### config.mk
export PLATFORM = sky130hd
export DESIGN_NAME = pcf8563_sched
export DESIGN_NICKNAME = d
export VERILOG_FILES = /design/src/rtl/pcf8563_sched.sv
export SDC_FILE = /design/constraint.sdc
export NUM_CORES = 1
export LEC_CHECK = 0
export ABC_CLOCK_PERIOD_IN_PS = 3180
export CAP_MARGIN = 25
export CORE_MARGIN = 4
export CORE_UTILIZATION = 45
export CTS_CLUSTER_DIAMETER = 100
export DETAILED_ROUTE_END_ITERATION = 6
export GPL_ROUTABILITY_DRIVEN = 1
export PLACE_DENSITY = 0.67
export SLEW_MARGIN = 40
export SYNTH_ARGS = -nofsm -noshare
export SYNTH_HDL_FRONTEND = slang
export SYNTH_SLANG_ARGS = --single-unit
export TNS_END_PERCENT = 30
### constraint.sdc
create_clock -name CLOCK -period 3.18 [get_ports CLOCK]
set_input_delay 0.477 -clock CLOCK [delete_from_list [all_inputs] [get_ports CLOCK]]
set_output_delay 0.477 -clock CLOCK [all_outputs]
set_load 0.05 [all_outputs]
### src/rtl/pcf8563_sched.sv
// Command scheduler for the PCF8563 control module: one-time control-register
// init, periodic sec/min/hour polling, and serialised user time-set writes.
module pcf8563_sched #(
  parameter int         POLL_CYCLES = 50_000_000,
  parameter int         TIMEOUT     = 2_000_000,
  parameter logic [7:0] CTRL_INIT   = 8'h00
) (
  input  logic       CLOCK,
  input  logic       RST_n,
  output logic [7:0] oCall,
  input  logic       iDone,
  output logic [7:0] oWrData,
  input  logic [7:0] iRdData,
  input  logic       iSetReq,
  input  logic [7:0] iSetSec,
  input  logic [7:0] iSetMin,
  input  logic [7:0] iSetHour,
  output logic       oSetAck,
  output logic [7:0] oSec,
  output logic [7:0] oMin,
  output logic [7:0] oHour,
  output logic       oVL,
  output logic       oValid,
  output logic       oUpdate,
  output logic       oErr
);

  localparam int PW = $clog2(POLL_CYCLES);
  localparam int TW = $clog2(TIMEOUT);
  localparam logic [PW-1:0] POLL_RELOAD = PW'(POLL_CYCLES - 1);
  localparam logic [TW-1:0] TMO_LAST    = TW'(TIMEOUT - 1);

  typedef enum logic [1:0] {S_INIT, S_IDLE, S_CALL, S_GAP} state_t;
  typedef enum logic [1:0] {Q_INIT, Q_POLL, Q_SET} seq_t;

  state_t        state, state_d;
  seq_t          seq, seq_d;
  logic [1:0]    step, step_d;
  logic          cont, cont_d;
  logic [7:0]    call, call_d;
  logic [7:0]    wr_data, wr_data_d;
  logic [TW-1:0] tcnt, tcnt_d;
  logic [PW-1:0] pcnt, pcnt_d;
  logic          poll_pend, poll_pend_d;
  logic          set_pend, set_pend_d;
  logic [7:0]    lat_sec, lat_sec_d, lat_min, lat_min_d, lat_hour, lat_hour_d;
  logic [7:0]    w_min, w_min_d, w_hour, w_hour_d;
  logic [7:0]    sh_sec, sh_sec_d, sh_min, sh_min_d;
  logic          sh_vl, sh_vl_d;
  logic [7:0]    sec, sec_d, min, min_d, hour, hour_d;
  logic          vl, vl_d, valid, valid_d;
  logic          update, update_d, set_ack, set_ack_d, err, err_d;
  logic          expiry, poll_start, set_start;
  logic [7:0]    hour_rd;

  assign hour_rd = {2'b00, iRdData[5:0]};

  always_ff @(posedge CLOCK) begin
    if (!RST_n) begin
      state     <= S_INIT;
      seq       <= Q_INIT;
      step      <= 2'd0;
      cont      <= 1'b0;
      call      <= 8'h00;
      wr_data   <= 8'h00;
      tcnt      <= '0;
      pcnt      <= POLL_RELOAD;
      poll_pend <= 1'b0;
      set_pend  <= 1'b0;
      lat_sec   <= 8'h00;
      lat_min   <= 8'h00;
      lat_hour  <= 8'h00;
      w_min     <= 8'h00;
      w_hour    <= 8'h00;
      sh_sec    <= 8'h00;
      sh_min    <= 8'h00;
      sh_vl     <= 1'b0;
      sec       <= 8'h00;
      min       <= 8'h00;
      hour      <= 8'h00;
      vl        <= 1'b0;
      valid     <= 1'b0;
      update    <= 1'b0;
      set_ack   <= 1'b0;
      err       <= 1'b0;
    end else begin
      state     <= state_d;
      seq       <= seq_d;
      step      <= step_d;
      cont      <= cont_d;
      call      <= call_d;
      wr_data   <= wr_data_d;
      tcnt      <= tcnt_d;
      pcnt      <= pcnt_d;
      poll_pend <= poll_pend_d;
      set_pend  <= set_pend_d;
      lat_sec   <= lat_sec_d;
      lat_min   <= lat_min_d;
      lat_hour  <= lat_hour_d;
      w_min     <= w_min_d;
      w_hour    <= w_hour_d;
      sh_sec    <= sh_sec_d;
      sh_min    <= sh_min_d;
      sh_vl     <= sh_vl_d;
      sec       <= sec_d;
      min       <= min_d;
      hour      <= hour_d;
      vl        <= vl_d;
      valid     <= valid_d;
      update    <= update_d;
      set_ack   <= set_ack_d;
      err       <= err_d;
    end
  end

  always_comb begin
    state_d    = state;
    seq_d      = seq;
    step_d     = step;
    cont_d     = cont;
    call_d     = call;
    wr_data_d  = wr_data;
    tcnt_d     = tcnt;
    lat_sec_d  = lat_sec;
    lat_min_d  = lat_min;
    lat_hour_d = lat_hour;
    w_min_d    = w_min;
    w_hour_d   = w_hour;
    sh_sec_d   = sh_sec;
    sh_min_d   = sh_min;
    sh_vl_d    = sh_vl;
    sec_d      = sec;
    min_d      = min;
    hour_d     = hour;
    vl_d       = vl;
    valid_d    = valid;
    update_d   = 1'b0;
    set_ack_d  = 1'b0;
    err_d      = 1'b0;
    poll_start = 1'b0;
    set_start  = 1'b0;

    expiry = (pcnt == '0);
    pcnt_d = expiry ? POLL_RELOAD : pcnt - PW'(1);

    case (state)
      S_INIT: begin
        seq_d     = Q_INIT;
        step_d    = 2'd0;
        call_d    = 8'h80;
        wr_data_d = CTRL_INIT;
        tcnt_d    = '0;
        state_d   = S_CALL;
      end
      S_IDLE: begin
        // Later write data is copied so a new request cannot corrupt this sequence.
        if (set_pend) begin
          set_start = 1'b1;
          seq_d     = Q_SET;
          step_d    = 2'd0;
          call_d    = 8'h40;
          wr_data_d = lat_sec;
          w_min_d   = lat_min;
          w_hour_d  = lat_hour;
          tcnt_d    = '0;
          state_d   = S_CALL;
        end else if (poll_pend) begin
          poll_start = 1'b1;
          seq_d      = Q_POLL;
          step_d     = 2'd0;
          call_d     = 8'h04;
          wr_data_d  = 8'h00;
          tcnt_d     = '0;
          state_d    = S_CALL;
        end
      end
      S_CALL: begin
        if (iDone) begin
          call_d    = 8'h00;
          wr_data_d = 8'h00;
          state_d   = S_GAP;
          cont_d    = (seq != Q_INIT) && (step != 2'd2);
          step_d    = step + 2'd1;
          if (seq == Q_POLL) begin
            case (step)
              2'd0: begin
                sh_sec_d = iRdData & 8'h7F;
                sh_vl_d  = iRdData[7];
              end
              2'd1: sh_min_d = iRdData & 8'h7F;
              default: begin
                sec_d    = sh_sec;
                min_d    = sh_min;
                hour_d   = hour_rd;
                vl_d     = sh_vl;
                valid_d  = 1'b1;
                update_d = !valid || (sh_sec != sec) || (sh_min != min) ||
                           (hour_rd != hour) || (sh_vl != vl);
              end
            endcase
          end
          if ((seq == Q_SET) && (step == 2'd2)) set_ack_d = 1'b1;
        end else if (tcnt == TMO_LAST) begin
          call_d    = 8'h00;
          wr_data_d = 8'h00;
          err_d     = 1'b1;
          cont_d    = 1'b0;
          sh_sec_d  = 8'h00;
          sh_min_d  = 8'h00;
          sh_vl_d   = 1'b0;
          state_d   = S_GAP;
        end else begin
          tcnt_d = tcnt + TW'(1);
        end
      end
      S_GAP: begin
        if (cont) begin
          state_d = S_CALL;
          tcnt_d  = '0;
          if (seq == Q_SET) begin
            call_d    = (step == 2'd1) ? 8'h20 : 8'h10;
            wr_data_d = (step == 2'd1) ? w_min : w_hour;
          end else begin
            call_d    = (step == 2'd1) ? 8'h02 : 8'h01;
            wr_data_d = 8'h00;
          end
        end else begin
          state_d = S_IDLE;
        end
      end
      default: state_d = S_INIT;
    endcase

    // An expiry while a poll is already pending (or just being started) is dropped.
    poll_pend_d = poll_start ? 1'b0 : (poll_pend | expiry);

    set_pend_d = set_pend;
    if (iSetReq) begin
      lat_sec_d  = iSetSec;
      lat_min_d  = iSetMin;
      lat_hour_d = iSetHour;
      set_pend_d = 1'b1;
    end else if (set_start) begin
      set_pend_d = 1'b0;
    end
  end

  assign oCall   = call;
  assign oWrData = wr_data;
  assign oSetAck = set_ack;
  assign oSec    = sec;
  assign oMin    = min;
  assign oHour   = hour;
  assign oVL     = vl;
  assign oValid  = valid;
  assign oUpdate = update;
  assign oErr    = err;

endmodule

Yosys cells after proc, flatten, opt, wreduce, memory -nomap -nowiden
Index checks and enable logic that the tools add are counted.
{ "word_totals": {"output_inout_bits": 45, "reg_bits": 156} }
{ "op_classes": {"reduce_logical": 31, "n_eq_ne": 22, "n_addsub": 3, "bitwise": 6, "muxes": 54} }
{ "ops": {"columns": ["op", "count"], "rows": [
  ["8-bit 2-to-1 mux", 16],
  ["21-bit 2-to-1 mux", 5],
  ["21-bit one-hot mux with 4 select lines", 1],
  ["8-bit one-hot mux with 4 select lines", 2],
  ["26-bit logical NOT", 1],
  ["26-bit by 1-bit subtractor with 26-bit output, second input constant", 1],
  ["2-bit 2-to-1 mux", 11],
  ["21-bit by 1-bit adder with 21-bit output, second input constant", 1],
  ["21-bit == test, second input constant", 1],
  ["8-bit inequality test", 2],
  ["4-bit AND reduction", 4],
  ["1-bit 2-to-1 mux", 14],
  ["6-bit 2-to-1 mux", 2],
  ["2-bit inequality test, second input constant", 5],
  ["3-bit AND reduction", 3],
  ["2-bit == test, second input constant", 4],
  ["2-bit one-hot mux with 4 select lines", 1],
  ["2-bit AND reduction", 4],
  ["2-bit nonzero test", 4],
  ["2-bit by 1-bit == test with 1-bit output, second input constant", 3],
  ["2-bit by 1-bit inequality test with 1-bit output, second input constant", 3],
  ["3-bit inequality test, second input constant", 2],
  ["6-bit inequality test", 1],
  ["2-bit one-hot mux with 3 select lines", 1],
  ["13 further kinds", 24]
]} }

Depth between registers and ports, before layout
Gate-level depths: netlist (run 1).
{ "depth": {"ltp_word": 5, "depth_mapped": 8} }

Worst setup path before layout (run 1)
No wires, ideal clock.
{ "synth_path": {"kind": "reg2reg", "start": "reg tcnt[8]", "end": "reg tcnt[3]", "t_arrival_ns": 2.308, "path_slack_ns": 0.798, "period_less_slack_ns": 2.382, "path_buffers": 2, "setup_time_ns": 0.073, "path_stages_with_launch": 8, "path_cell_list": "dfxtp_1 or4b_1 or4_1 buf_2 or3_4 buf_6 a211o_1 o211ai_2"} }
{ "synth_between": {"elab_chain_len": 3} }
{ "synth_lines": {"columns": ["element", "line", "text"], "rows": [
  ["start, declared", "42", "logic [TW-1:0] tcnt, tcnt_d;"],
  ["start signal, assigned", "93", "tcnt <= tcnt_d;"],
  ["21-bit == test", "203", "end else if (tcnt == TMO_LAST) begin"],
  ["2-bit inequality test (no line)", null, null],
  ["4-bit AND reduction (no line)", null, null]
]} }
Every way passes these cells.
A chain may end at the register's enable or synchronous reset.

Final worst setup path (run 1)
{ "layout_path": {"start": "reg tcnt[8]", "end": "reg sh_sec[1]"} }
{ "layout_between": {"elab_chain_len": 3} }
{ "layout_lines": {"columns": ["element", "line", "text"], "rows": [
  ["21-bit == test", "203", null],
  ["2-bit nonzero test (no line)", null, null],
  ["4-bit AND reduction (no line)", null, null],
  ["end signal, assigned", "102", "sh_sec <= sh_sec_d;"],
  ["end, declared", "48", "logic [7:0] sh_sec, sh_sec_d, sh_min, sh_min_d;"]
]} }
Every way passes these cells.

==> run metrics, run 1 <==
post-route ant nets 0; Final Cycle Share between 80% and 90%; TritonCTS clock tree yes; CP endpoint kind register; Final setup violation count 0; Hold Buf Count CTS 0; post-synthesis mux area share under 10%; async set-reset flop share out of synthesis 0%; final wirelength 15.9 mm; largest net degree at the start of global routing 35; Worst Hold Class reg -> reg; clk sinks 151; worst-case clock buffer depth 2; Slew headroom 49.9%; main combinational cell family by area after synthesis simple AND/OR/NAND/NOR gates; CTS Buf Count 17; FILL cells 1250; worst-path cell chain or4b_1 -> or4_1 -> o41ai_2 -> o21ai_1 -> a22o_1; RSZ-0062 raised after global routing false; post-synthesis sequential area ratio between 40% and 50%; arrival time worst endpoint approximately 2.9 ns; Slew Limit Fails 0; Leak Pwr roughly 0.0028 µW; WL/cell 15.8 µm; die area 16500 µm²; FMAX 0.388 GHz; IO Port Bufs 75; num rows 43; Slowest-stage cell, CP or4_1; status finished, final reports clean; Pre-antenna DRT Iters 5; CP required 3.49 ns; Post-CTS Repair Setup Buffers 0; Overflow after GRT 0; Via density 5.67; number of I/O pins a little over 80; Tot GR Track Use 19.6%; die width 128 µm; Worst Clk Skew 0.00726 ns; CTS root buffer clkbuf_16; Post-synth EDFFs 0; synthesized area 6520 µm²; slew at the pin with the worst max-slew slack around 0.75 ns; Starting DRT DRC Count 528; Distinct cells, synth slightly above 60; Hold Violations, Final 0; Top FF cell, synth dfxtp_1; initial antenna violation count 0; H-tree Lvls 4; Synth Register Bits 151; average cell area after synthesis roughly 8.7 µm²; Die Ht around 130 µm; Final HPWL DP 10.9 mm; vias in the first global route 5415; setup TNS 0 ns; total of max-cap violations 0; Synth warnings 0; Final Cell Area 7980 µm²; reg2reg path depth 5; compound-cell area share of the yosys netlist ~16%; Pwr Total 4190 µW; DRC 0; Post-Syn Instances ~750; Crit path largest cell delay 0.67 ns; flop2flop setup slack around 0.60 ns; Antenna Cells 0; Initial Utilization approximately 46%; min Tclk post-route roughly 2.6 ns; Area Growth Syn to Fin 22.5%; dpl cell area 7410 µm²; first-pass GRT wire length 26.4 mm; CP Class reg -> reg; via count 5717; Max FO, Critical Path 8; Synth Area in XOR/XNOR 5.91%; pwr dens 525 nW/µm²; post-CTS resize count 0; Max VDD drop 429 µV; hold-critical path depth 1; share of cells above drive strength 1 7.48%; Post-Synth Adder-Cell Area 0.960%; Nets 857; Core ar. approximately 14000 µm²; clk slew on worst S/H paths 0.06 ns; worst skew pair latency about 0.42 ns; gpl congestion 0.857; critical path launch point type register; Post-Synth Simple-Gate Area 22.5%
==> metal layers <==
layer | share of wire, % | vias to the layer above | wire (µm) | GRT usage (%)
met3 | 5.1 | 25 | 804 | 4.65
met1 | 46 | 2733 | 7390 | 26.4
met4 | 1.6 | 0 | 261 | 6.68
li1 | - | 2803 | - | -
met5 | 0 | - | 0 | 0
met2 | 47 | 156 | 7450 | 31.1
==> worst paths after layout <==
kind	to	startpoint
worst min-delay path	pcnt[0]$_SDFF_PP1_	pcnt[0]$_SDFF_PP1_
worst min register to register	pcnt[0]$_SDFF_PP1_	pcnt[0]$_SDFF_PP1_
worst max-delay path	sh_sec[1]$_SDFFE_PN0P_	tcnt[8]$_SDFFE_PN0P_
worst max register to register	sh_sec[1]$_SDFFE_PN0P_	tcnt[8]$_SDFFE_PN0P_
==> logic make-up (layout without fill, tap and decap cells) <==
group                      after synthesis  count (layout)
AOI/OAI and AO/OA                      152             152
other                                    1               5
and+or+nand+nor                        307             307
muxes                                   27              27
buffers and inverters                   65             138
adders and majority gates                5               5
xor gates and xnor gates                44              44
DFF                                    151             151
==> Yosys cell counts, types with 4 or more instances <==
| library cell | instances | area, µm² |
|---|---|---|
| and3_1 | 4 | 25.0 |
| nor4_1 | 22 | 138 |
| nand3_1 | 17 | 85.1 |
| nand2_1 | 120 | 450 |
| a21oi_1 | 57 | 285 |
| mux2i_1 | 27 | 270 |
| a31o_2 | 9 | 78.8 |
| or3_1 | 6 | 37.5 |
| o21a_1 | 4 | 30.0 |
| o31ai_1 | 4 | 30.0 |
| a222oi_1 | 8 | 80.1 |
| o211ai_1 | 6 | 45.0 |
| clkbuf_1 | 34 | 128 |
| and2_1 | 8 | 50.1 |
| nand4_1 | 19 | 119 |
| nand2b_1 | 7 | 43.8 |
| inv_1 | 15 | 56.3 |
| ha_1 | 5 | 62.6 |
| a22o_1 | 13 | 114 |
| nor2b_1 | 6 | 37.5 |
| dfxtp_1 | 151 | 3020 |
| o2bb2ai_1 | 4 | 35.0 |
| or4_1 | 5 | 37.5 |
| buf_4 | 5 | 37.5 |
| o21ai_0 | 13 | 65.1 |
| xnor2_1 | 35 | 307 |
| nor3_1 | 17 | 85.1 |
| buf_1 | 6 | 22.5 |
| xor2_1 | 9 | 78.8 |
| o21ai_1 | 7 | 35.0 |
| nor2_1 | 64 | 240 |
==> report_power, final <==
group          total, µW  leakage (µW)  internal [µW]  switching [µW]
clock               1970      0.000286           1120             851
combinational        276       0.00128            107             168
sequential          1950       0.00122           1920            26.3
total               4190       0.00279           3150            1050
==> placed cells by master (no fill, tap or decap), types with 9 or more instances in the layout <==
cell type	n
clkdlybuf4s50_1	75
nor4_1	22
dfxtp_1	151
nand3_1	17
buf_4	15
clkbuf_16	17
inv_1	14
mux2i_1	27
a31o_2	9
o21ai_0	12
nor3_1	17
a22o_1	13
nand4_1	19
xnor2_1	35
xor2_1	9
a21oi_1	57
nand2_1	120
nor2_1	64
==> final cells by class <==
class                      count  area (µm²)  area share, %
multi-input combinational    540        3240           40.5
sequential                   151        3020           37.9
timing repair buffer          90         863           10.8
clock buffer                  18         439           5.50
tap                          180         225           2.82
clock inverter                14         136           1.71
inverter                      16        60.1          0.752
==> sequential cells by signal, indices dropped and copies added, names as in the netlist, 8 cells and up <==
name      flops
pcnt         26
tcnt         21
lat_hour      8
lat_min       8
lat_sec       8
oWrData       8
w_hour        8
w_min         8
==> critical path: cells and delay by family, from the launching register on <==
family	cells	cell delay, ns
AND/OR/NAND/NOR	2	1.19
AO/OA/AOI/OAI	3	0.93
flip-flops	1	0.34
==> through the flow <==
| step | hold WS (ns) | instances | setup slack, ns | utilization (%) |
|---|---|---|---|---|
| 3_5_place_dp | 0.391 | 977 | 0.612 | 52.7 |
| 2_1_floorplan | 0.371 | 756 | 0.798 | - |
| 3_3_place_gp | 0.378 | 977 | 0.649 | 52.7 |
| 4_1_cts | 0.406 | 1009 | 0.594 | 56.8 |
| 6_report | 0.401 | 1009 | 0.600 | 56.8 |
| 5_1_grt | 0.424 | 1009 | 0.447 | 56.8 |
Note: power is estimated with default switching activity, not from simulation.
==> run 2, diff against run 1 <==
--- a/config.mk
+++ b/config.mk
@@ -5,14 +5,14 @@
 export SDC_FILE = /design/constraint.sdc
 export NUM_CORES = 1
 export LEC_CHECK = 0
-export ABC_CLOCK_PERIOD_IN_PS = 3180
+export ABC_CLOCK_PERIOD_IN_PS = 2100
 export CAP_MARGIN = 25
 export CORE_MARGIN = 4
 export CORE_UTILIZATION = 45
 export CTS_CLUSTER_DIAMETER = 100
 export DETAILED_ROUTE_END_ITERATION = 6
 export GPL_ROUTABILITY_DRIVEN = 1
-export PLACE_DENSITY = 0.67
+export PLACE_DENSITY = 0.69
 export SLEW_MARGIN = 40
 export SYNTH_ARGS = -nofsm -noshare
 export SYNTH_HDL_FRONTEND = slang
==> constraint.sdc (replaced) <==
create_clock -name CLOCK -period 2.1 [get_ports CLOCK]
set_input_delay 0.315 -clock CLOCK [delete_from_list [all_inputs] [get_ports CLOCK]]
set_output_delay 0.315 -clock CLOCK [all_outputs]
set_load 0.05 [all_outputs]
==> run metrics, run 2 (synthesized netlist as in run 1, its figures left out) <==
status finished with violations (was finished, final reports clean); failing checks setup timing; Core Util, Final 61.5% (was 56.8%); pre-CTS setup slack -0.332 ns (was 0.612 ns); most frequent cells in the layout dfxtp_1, nand2_1, clkdlybuf4s50_1 (unchanged); Slowest-stage cell, CP or4_4 (was or4_1); Starting DRT DRC Count 460 (was 528); IO Port Bufs 75 (unchanged); CTS root buffer clkbuf_16 (unchanged); CP Class reg -> reg (unchanged); Pre-antenna DRT Iters 5 (unchanged); Final HPWL DP 12.2 mm (was 10.9 mm); clk slew on worst S/H paths 0.06 ns (about the same); Final Cycle Share 108% (was 81.1%); Crit path largest cell delay 0.55 ns (was 0.67 ns); number of I/O pins 81 (unchanged); Leak Pwr 0.00314 µW (was 0.00279 µW); Antenna Cells 0 (unchanged); Max FO, Critical Path 6 (was 8); clk sinks 151 (unchanged); total of max-cap violations 0 (unchanged); Placed Cells 1027 (was 977); switching share of power 23.6% (was 24.9%); num rows 43 (unchanged); Cell Count, Final, Fillers Out 1064 (was 1009); worst-path cell chain or4b_1 -> or4_4 -> buf_6 -> nor4_4 -> buf_6 -> nor3_2 -> o221a_1 (was or4b_1 -> or4_1 -> o41ai_2 -> o21ai_1 -> a22o_1); Area Growth Syn to Fin 32.6% (was 22.5%); setup TNS -4.80 ns (was 0 ns); area of the multi-input gates 3440 µm² (was 3240 µm²); initial antenna violation count 0 (unchanged); biggest regs pcnt (26), tcnt (21) (unchanged); post-route ant nets 0 (unchanged); Hold Violations, Final 0 (unchanged); hold_sp pcnt[0]$_SDFF_PP1_ (unchanged); slew at the pin with the worst max-slew slack 0.555 ns (was 0.750 ns); min Tclk post-route 2.27 ns (was 2.58 ns); critical path launch point type register (unchanged); Die Ht 128 µm (unchanged); Slew headroom 62.9% (was 49.9%); Via density 5.58 (was 5.67); most common cell after layout, fill and taps aside dfxtp_1 (unchanged); minimum hold slack 0.403 ns (was 0.401 ns); H-tree Lvls 4 (unchanged); gpl congestion 0.900 (was 0.857); TritonCTS clock tree yes (unchanged); Clk network pwr share 46.5% (was 47.0%); flop2flop setup slack -0.17 ns (was 0.60 ns); Final setup violation count 50 (was 0); DRC 0 (unchanged); Comb power frac 7.9% (was 6.6%); via count 5941 (was 5717); CTS Buf Count 17 (unchanged); WL/cell 16.4 µm (was 15.8 µm); reg2reg start tcnt[8]$_SDFFE_PN0P_ (unchanged); FMAX 0.440 GHz (was 0.388 GHz); final wirelength 17.5 mm (was 15.9 mm); sw power 1520 µW (was 1050 µW); Worst Clk Skew 0.00893 ns (was 0.00726 ns); Largest register FFs 26 (unchanged); Worst Hold Class reg -> reg (unchanged); share of cells above drive strength 1 15.6% (was 7.48%); critical path startpoint tcnt[8]$_SDFFE_PN0P_ (unchanged); first-pass GRT wire length 28.8 mm (was 26.4 mm); Int Power 4940 µW (was 3150 µW); Max VDD drop 592 µV (was 429 µV); worst skew pair latency 0.42 ns (about the same); CP endpoint kind register (unchanged); Slew Limit Fails 0 (unchanged); vias in the first global route 5841 (was 5415); Tot GR Track Use 21.7% (was 19.6%); pwr dens 748 nW/µm² (was 525 nW/µm²); die width 128 µm (unchanged); most frequent CP cell buf_6; FILL cells 1211 (was 1250); Core ar. 14000 µm² (unchanged); arrival time worst endpoint 2.58 ns (was 2.89 ns); Most flops, register pcnt (unchanged); CP required 2.41 ns (was 3.49 ns); FF+latch area 3020 µm² (about the same); worst-case clock buffer depth 2 (unchanged); Nets 913 (was 857); die area 16500 µm² (unchanged); RSZ-0062 raised after global routing true (was false); Initial Utilization 46.4% (unchanged); Overflow after GRT 0 (unchanged); largest net degree at the start of global routing 27 (was 35); Setup WS post-layout -0.172 ns (was 0.600 ns); Seq pwr share 45.6% (was 46.5%)
==> run 2: cell types whose count changed in the layout (fill, tap and decap cells not counted), sizes merged <==
cell and delta:
buf +55, inv -5, clkbuf +3, clkinv -2, clkinvlp +2, bufinv +1
or3 +1
==> run 2: final cells by class <==
cell class	count	share of cell area (%)
sequential	151	35.0
inverter	16	0.695
clock inverter	10	1.38
clock buffer	21	5.33
timing repair buffer	145	15.2
multi-input combinational	541	39.8
tap	180	2.61
==> run 2: worst paths after layout <==
check,endpoint,depth (start not counted)
setup / recovery,tcnt[5]$_SDFFE_PN0P_,7
hold reg to reg,pcnt[0]$_SDFF_PP1_,1
setup reg to reg,tcnt[5]$_SDFFE_PN0P_,7
hold / removal,pcnt[0]$_SDFF_PP1_,1
==> run 2: stage by stage <==
stage	area, µm²	total power, µW
2_1_floorplan	6540	3270
3_3_place_gp	7800	3460
3_5_place_dp	7800	3470
4_1_cts	8570	6480
5_1_grt	8640	6660
6_report	8640	6460
==> run 2: power by group through the flow <==
stage / logic [µW] / clock network [µW] / registers (µW)
6_report: 513 / 3000 / 2950
5_1_grt: 558 / 3150 / 2950
4_1_cts: 500 / 3030 / 2940
3_5_place_dp: 465 / 0 / 3010
3_3_place_gp: 455 / 0 / 3010
2_1_floorplan: 269 / 0 / 3010
==> run 2: what timing repair did <==
| action | in CTS | in global routing |
|---|---|---|
| cloned | 2 | 0 |
| setup buffers | 3 | 1 |
| endpoints found under the setup margin | 51 | 76 |
| gates resized for setup | 33 | 17 |
| hold buffers | 0 | 0 |
| pin swaps | 24 | 9 |
==> run 2: per-layer routing <==
| layer | share of wire (%) | GRT usage [%] |
|---|---|---|
| met5 | 0 | 0 |
| met4 | 1.6 | 8.36 |
| met3 | 4.1 | 4.11 |
| met2 | 49 | 35.6 |
| met1 | 45 | 28.3 |
==> run 2: critical path, delay by kind of cell, from the launching register on <==
kind	cells	cell delay, ns
flip-flops	1	0.32
AND/OR/NAND/NOR	4	1.25
buffers and inverters	2	0.33
AO/OA/AOI/OAI	1	0.26
